$ cat src/rtl/key_latch_bank.sv
// Debounced key bank with per-key latches and a FWFT event queue of press indices.
// Presses flag a pending bit; the lowest pending key drains into the queue each cycle.
module key_latch_bank #(
  parameter int N_KEYS          = 10,
  parameter int DEBOUNCE_CYCLES = 4,
  parameter int FIFO_DEPTH      = 8,
  parameter int TOGGLE_MODE     = 0,
  localparam int KW = $clog2(N_KEYS),
  localparam int CW = $clog2(FIFO_DEPTH + 1),
  localparam int PW = $clog2(FIFO_DEPTH)
) (
  input  logic              clk,
  input  logic              reset_n,
  input  logic [N_KEYS-1:0] keys,
  input  logic              clear,
  output logic [N_KEYS-1:0] latched,
  output logic              evt_valid,
  output logic [KW-1:0]     evt_key,
  input  logic              evt_ready,
  output logic [CW-1:0]     evt_count,
  output logic              overflow
);

  localparam logic [7:0] CNT_LAST = 8'(DEBOUNCE_CYCLES - 1);

  logic [N_KEYS-1:0] db;
  logic [7:0]        cnt [N_KEYS];
  logic [N_KEYS-1:0] pending;
  logic [KW-1:0]     mem [FIFO_DEPTH];
  logic [PW-1:0]     wptr;
  logic [PW-1:0]     rptr;

  logic [N_KEYS-1:0] flip;
  logic [N_KEYS-1:0] press;
  logic [N_KEYS-1:0] push_sel;
  logic [KW-1:0]     push_key;
  logic              push_hit;
  logic              full;
  logic              push;
  logic              pop;

  // Handshake: an entry leaves the queue on a rising edge where evt_valid && evt_ready
  // are both high; evt_key is the oldest entry and is stable while evt_valid is high.
  assign evt_valid = (evt_count != '0);
  assign evt_key   = evt_valid ? mem[rptr] : '0;
  assign full      = (evt_count == CW'(FIFO_DEPTH));
  assign pop       = evt_valid && evt_ready;
  assign push      = push_hit && (!full || pop);

  always_comb begin
    flip  = '0;
    press = '0;
    for (int i = 0; i < N_KEYS; i++) begin
      if ((keys[i] != db[i]) && (cnt[i] == CNT_LAST)) begin
        flip[i]  = 1'b1;
        press[i] = ~db[i];
      end
    end
  end

  // Lowest-index pending key wins the single push slot.
  always_comb begin
    push_hit = 1'b0;
    push_key = '0;
    for (int i = N_KEYS - 1; i >= 0; i--) begin
      if (pending[i]) begin
        push_hit = 1'b1;
        push_key = KW'(i);
      end
    end
    push_sel = '0;
    if (push) push_sel[push_key] = 1'b1;
  end

  always_ff @(posedge clk) begin
    if (!reset_n) begin
      db        <= '0;
      latched   <= '0;
      pending   <= '0;
      overflow  <= 1'b0;
      wptr      <= '0;
      rptr      <= '0;
      evt_count <= '0;
      for (int i = 0; i < N_KEYS; i++) cnt[i] <= '0;
    end else begin
      // Debounce keeps running through clear so a held key is not seen as a new press.
      for (int i = 0; i < N_KEYS; i++) begin
        if (keys[i] == db[i] || flip[i]) cnt[i] <= '0;
        else                             cnt[i] <= cnt[i] + 8'd1;
        if (flip[i]) db[i] <= ~db[i];
      end
      if (clear) begin
        latched   <= '0;
        pending   <= '0;
        overflow  <= 1'b0;
        wptr      <= '0;
        rptr      <= '0;
        evt_count <= '0;
      end else begin
        if (TOGGLE_MODE != 0) latched <= latched ^ press;
        else                  latched <= latched | press;
        pending <= (pending & ~push_sel) | press;
        if ((press & pending & ~push_sel) != '0) overflow <= 1'b1;
        if (push) wptr <= wptr + PW'(1);
        if (pop)  rptr <= rptr + PW'(1);
        case ({push, pop})
          2'b10:   evt_count <= evt_count + CW'(1);
          2'b01:   evt_count <= evt_count - CW'(1);
          default: evt_count <= evt_count;
        endcase
      end
    end
  end

  always_ff @(posedge clk) begin
    if (reset_n && !clear && push) mem[wptr] <= push_key;
  end

endmodule

$ cat config.mk
export PLATFORM = sky130hd
export DESIGN_NAME = key_latch_bank
export DESIGN_NICKNAME = d
export VERILOG_FILES = /design/src/rtl/key_latch_bank.sv
export SDC_FILE = /design/constraint.sdc
export NUM_CORES = 1
export LEC_CHECK = 0
export BUFFER_PORTS_ARGS = -buffer_cell sky130_fd_sc_hd__buf_2
export CAP_MARGIN = 20
export CORE_ASPECT_RATIO = 1.5
export CORE_UTILIZATION = 38
export CTS_BUF_LIST = sky130_fd_sc_hd__clkbuf_4 sky130_fd_sc_hd__clkbuf_8
export CTS_CLUSTER_DIAMETER = 30
export DETAILED_ROUTE_END_ITERATION = 8
export PLACE_DENSITY = 0.62
export SYNTH_ARGS = -nofsm -noshare
export SYNTH_HDL_FRONTEND = slang
export SYNTH_SLANG_ARGS = --single-unit
$ cat constraint.sdc
create_clock -name clk -period 3.6 [get_ports clk]
set_clock_uncertainty 0.15 [all_clocks]
set_input_delay 0.36 -clock clk [delete_from_list [all_inputs] [get_ports clk]]
set_output_delay 0.36 -clock clk [all_outputs]
set_load 0.1 [all_outputs]
After elaboration in Yosys (flattened, before gate mapping):

Memories as Yosys holds them, arrays and structs flattened. A register that Yosys moved wholly into a read port is not among the register bits.
Cells that the tools add are included.

* register bits: 41
* latch bits: 0
* bits in writable memories: 112
* bits in read-only memories: 0
* input bits: 14
* output and inout bits: 20
* word-level logic and storage cells: 266
* memories: 2

Memories
* cnt: words 10, bits a word 8, rd ports 10, clocked after Yosys merged registers in 0, write ports 10, RTL line 27 `logic [7:0] cnt [N_KEYS];`
* mem: words 8, bits a word 4, rd ports 1, clocked after Yosys merged registers in 1, write ports 1, RTL line 29 `logic [KW-1:0] mem [FIFO_DEPTH];`

* add/subtract/negate cells: 14
* multipliers: 0
* div/mod/pow operators: 0
* $lt $le $gt $ge: 2
* eq/ne operators: 33
* shift-type cells: 0
* mux-type cells: 130
* bitwise logic cells: 37
* reduce and logical (&&, ||, !) cells: 32

Operators by type and width (number)
* two-way mux 8 bit: 20
* two-way mux 1 bit: 94
* adder 8 x 1 -> 8 bit, second input constant: 10
* equality test 8 x 2 -> 1 bit, second input constant: 10
* two-way mux 4 bit: 11
* bitwise AND 10 bit: 3
* bitwise OR 1 bit: 20
* bitwise OR 10 bit: 2
* logical AND 1 bit: 15
* logical OR 1 bit: 11
* inverter 1 bit: 11
* equality test 1 bit: 10
* two-way mux 10 bit: 1
* != test 1 bit: 10
* inverter 10 bit: 1
* nonzero test 10 bit: 1
* case mux 4 bit (2 select lines): 1
* adder 3 x 1 -> 3 bit, second input constant: 2
* two-way mux 3 bit: 2
* < comparator 4 x 5 -> 1 bit, second input constant: 1
* adder 4 x 1 -> 4 bit, second input constant: 1
* demux 1 bit (select 4 bit): 1
* equality test 4 bit, second input constant: 1
* greater-or-equal comparator 4 x 1 -> 1 bit, second input constant: 1
* 7 further kinds: 8

Depth between registers and ports, before layout:

* word-level depth: 18
* mapped depth: 12
* mapped depth without buffers: 11

Worst setup path after synthesis:

Ideal clock, no wire load.

* path kind: register to output
* start: reg evt_count[1]
* end: out evt_key[0]
* arrival time: 2.821 ns
* data required time: 3.090 ns
* setup slack: 0.269 ns
* stages on the path, launching flop included: 5
* path buffers: 1
* cells stage by stage: dfxtp_1 > buf_2 > or3_4 > nor2_1 > nor2_1

* longest elaborated chain between the ends: 2

Ends and longest elaborated chain
* start: declaration: RTL line 20 `output logic [CW-1:0] evt_count,`
* start signal: assignment: RTL line 107 `2'b10: evt_count <= evt_count + CW'(1);`
* start signal: assignment: RTL line 108 `2'b01: evt_count <= evt_count - CW'(1);`
* start signal: assignment: RTL line 109 `default: evt_count <= evt_count;`
* nonzero test 4 bit: RTL line 44 `assign evt_valid = (evt_count != '0);`
* two-way mux 4 bit: RTL line 45 `assign evt_key = evt_valid ? mem[rptr] : '0;`
* end: declaration: RTL line 18 `output logic [KW-1:0] evt_key,`

No other way between the ends.

Final worst setup path:

* start: reg evt_count[1]
* end: reg evt_count[2]

* longest elaborated chain between the ends: 6

Ends and longest elaborated chain
* nonzero test 4 bit *: RTL line 44
* logical AND 1 bit *: RTL line 47 `assign pop = evt_valid && evt_ready;`
* net pop: RTL line 40 `logic pop;`
* logical OR 1 bit: RTL line 48 `assign push = push_hit && (!full || pop);`
* logical AND 1 bit: RTL line 48
* equality test 2 x 1 -> 1 bit / equality test 2 bit (equally long branches): RTL line 106 `case ({push, pop})`
* case mux 4 bit (2 select lines) / nonzero test 2 bit (equally long branches)

The timed path passes the listed nets; every way through them passes the cells marked *.
A chain may end at the register's enable or synchronous reset.

==> impl_summary.log <==
[metrics] final hold violation count: 0
[metrics] most repeated cell in the gate-level netlist after synthesis: nor2_1
[metrics] worst slew pin tran: between 0.9 and 1 ns
[metrics] combinational fraction of design power: 0.046
[metrics] count of state elements after synthesis: around 160
[metrics] routed via count: approximately 4.7k
[metrics] switching part of the total: 0.220
[metrics] number of antenna violations at the first check in global routing: 0
[metrics] All-Layer GR Usage: 0.140
[metrics] critical path data required time: around 3.8 ns
[metrics] maximum number of pins on one net before global-route repair: 33
[metrics] number of distinct standard cells referenced by the synthesized netlist: between 50 and 60
[metrics] initial core utilization: 0.391
[metrics] placed cell count: approximately 1000
[metrics] hold buffer count at CTS: 0
[metrics] portion of synthesized cell area occupied by the leading cell type: 0.462
[metrics] unrepaired setup endpoints after global routing: false
[metrics] CP Launch Type: flip-flop
[metrics] element type at the critical path end: flip-flop
[metrics] final setup vio count: 0
[metrics] overflow left after global routing: 0
[metrics] number of top-level pins: 34
[metrics] Core Util, Final: 0.454
[metrics] EDFF count, synth: between 100 and 150
[metrics] clk slew on worst S/H paths: ~0.08 ns
[metrics] Post-synth ARST share: 0
[metrics] total detailed-routing wirelength: between 10000 and 15000 um
[metrics] min cycle time layout: just under 3 ns
[metrics] routed via count divided by cell count: 4.54
[metrics] cell type contributing the most total cell area after synthesis: edfxtp_1
[metrics] wire length of the first global-routing pass: ~21000 um
[metrics] Post-DP HPWL: around 9200 um
[metrics] std cell rows: 61
[metrics] post-route setup TNS: 0 ns
[metrics] internal cell power: ~2.8 mW
[metrics] Post-synth top cells: nor2_1 (142), edfxtp_1 (112), nand3_1 (54)
[metrics] final routed DRC violation total: 0
[metrics] number of antenna-violating nets in the routed design: 0
[metrics] remaining max-slew budget at the tightest pin: 0.355
[metrics] worst setup slack after layout: approximately 0.68 ns
[metrics] number of I/O port buffers: 33
[metrics] initial drt markers: 214
[metrics] # Post-CTS Setup Buffers: 0
[metrics] DRT Pass-1 Iters: 4
[metrics] timing-limited maximum frequency: 342 MHz
[metrics] total CTS buffers: 17
[metrics] proportion of synthesized chip area in sequential cells: 0.583
[metrics] critical path arrival: approximately 3.2 ns
[metrics] Setup Crit Path Kind: flip-flop to flip-flop
[metrics] share of the clock period used by the worst path after layout: 0.812
[metrics] fraction of layout cells with a size suffix above 1: 0.115
[metrics] n_diodes: 0
[metrics] post-route worst hold slack: 0.0327 ns
[metrics] setup slack after placement: between 0.7 and 0.8 ns
[metrics] power per unit of standard cell area: around 420 mW/mm^2
[metrics] die footprint: a little under 0.02 sq mm
[metrics] top area cells in the synthesized netlist: edfxtp_1 (46%), dfxtp_1 (12%), nor2_1 (7.3%), xor2_1 (6.3%), nand3_1 (3.7%)
[metrics] leakage component of the power: about 3.2 nW
[metrics] Die W: between 100 and 150 um
[metrics] power dissipated by switching net loads: about 0.8 mW
[metrics] placer's final routability congestion estimate: about 0.77
[metrics] footprint of the multi-input gates: 0.00322 sq mm
[metrics] Skew-Pair Late Insertion Delay: approximately 0.45 ns
[metrics] area grow syn2layout: 16.1%
[metrics] maximum vdd ir drop: approximately 0.00018 V
[metrics] outcome: complete, no violations
[metrics] Post-layout nets: 793
[metrics] TritonCTS clock tree: built
[metrics] maximum number of buffers from clock root to sink: 2
[metrics] non-filler cells, final: around 1.0k
[metrics] sink count of the clock tree: 156
[metrics] area of the mapped netlist: 0.00728 sq mm
[metrics] dominant synthesized flop cell: edfxtp_1
[metrics] max capacitance violation total: 0
[metrics] mean post-synth cell area: roughly 11 sq um
[metrics] count of fill cells added during filler insertion: 1793
[metrics] biggest fanout along the worst timing path: 9
[metrics] post-cts sizing count: 0
[metrics] y dimension of the die: approximately 170 um
[metrics] worst min-delay path class: input port to flip-flop
[metrics] vias in the first global route: about 4.5k
[metrics] Placeable Area: 0.0186 sq mm
[metrics] CTS H-Tree Depth: 4
[metrics] Gate Count Post-Synth: ~640
[metrics] combined flip-flop and latch cell area: 0.00424 sq mm
[metrics] DR WL/cell: between 10 and 15 um
[metrics] clock root buffer: clkbuf_8
[metrics] sequential fraction of design power: 0.570
[metrics] Syn. warnings: 0
[metrics] Pins Over Slew Limit: 0
[metrics] share of total power in the clock network: 0.384
critical path: stages (launching register included):
cell and delay (ns):
dfxtp_1 0.39, or3_4 0.43, nor2_1 0.33, nor2b_1 0.20
ha_1 0.29, xor2_1 0.17, ha_1 0.19, a21oi_1 0.16
xor2_1 0.10, or3_1 0.31, a21oi_1 0.14
path summary, 6_finish.rpt:
kind	start	end	slack (ns)	depth (start not counted)
worst max-delay path	evt_count[1]	evt_count[2]	0.68	10
worst min-delay path	keys[9]	db[9]	0.03	3
worst min register to register	latched[9]	latched[9]	0.32	2
worst max register to register	evt_count[1]	evt_count[2]	0.68	10
cell families (layout without fill, tap and decap cells):
group           Yosys count  after routing  share of synthesized area
mux                      23             23                     0.0454
buf+inv                  28             85                     0.0155
flops                   156            156                      0.583
other cells               1             80                   0.000515
compound gates           36             36                     0.0328
xor+xnor                 78             78                     0.0939
fa+ha+maj                15             15                     0.0258
simple gates            304            304                      0.203
flip-flops by register name, indices dropped and copies added, names as in the netlist, named ones only:
signal     flops
cnt           80
mem           32
db            10
latched       10
pending       10
evt_count      4
rptr           3
wptr           3
overflow       1
cells in the final DEF (no fill, tap or decap), drive strengths merged, types with 3 or more instances in the layout:
cell	synthesis	layout
nor2	143	143
edfxtp	112	112
conb	1	80
nand3	54	54
xor2	52	52
dfxtp	44	44
buf	5	37
xnor2	26	26
nand2	23	23
clkbuf	7	21
and3	16	16
a21oi	16	16
inv	16	16
mux2i	15	15
ha	15	15
nor2b	13	13
nor4	13	13
nor3b	10	10
nand2b	9	9
mux4	8	8
o21ai	7	7
nor3	6	6
clkinv	0	6
or3	4	4
or2	4	4
bufinv	0	3
per-stage QoR:
stage          cell area (sq um)  power, mW
6_report                    8450       3.56
5_1_grt                     8450       3.70
4_1_cts                     8450       3.61
3_5_place_dp                8030       2.23
3_3_place_gp                8030       2.23
2_1_floorplan               7570       2.18
routing by layer:
layer | vias to the layer above | wire length [um] | GRT usage
met4 | 0 | 243 | 0.0695
li1 | 2431 | - | -
met2 | 43 | 6620 | 0.255
met5 | - | 0 | 0
met3 | 17 | 262 | 0.0236
met1 | 2184 | 5440 | 0.157
final cells by class:
cell class	instances	share of cell area
well taps	252	0.0373
flip-flops and latches	156	0.502
clock inverters	11	0.0169
clock buffers	21	0.0327
multi-input cells	536	0.381
repair buffers	37	0.0231
inverters	16	0.00711
power groups by stage:
stage | combinational [mW] | sequential [mW] | clock (mW)
6_report | 0.163 | 2.03 | 1.37
5_1_grt | 0.190 | 2.04 | 1.48
4_1_cts | 0.165 | 2.03 | 1.42
3_5_place_dp | 0.163 | 2.07 | 0
3_3_place_gp | 0.161 | 2.07 | 0
2_1_floorplan | 0.124 | 2.06 | 0
Note: power is estimated with default switching activity, not from simulation.
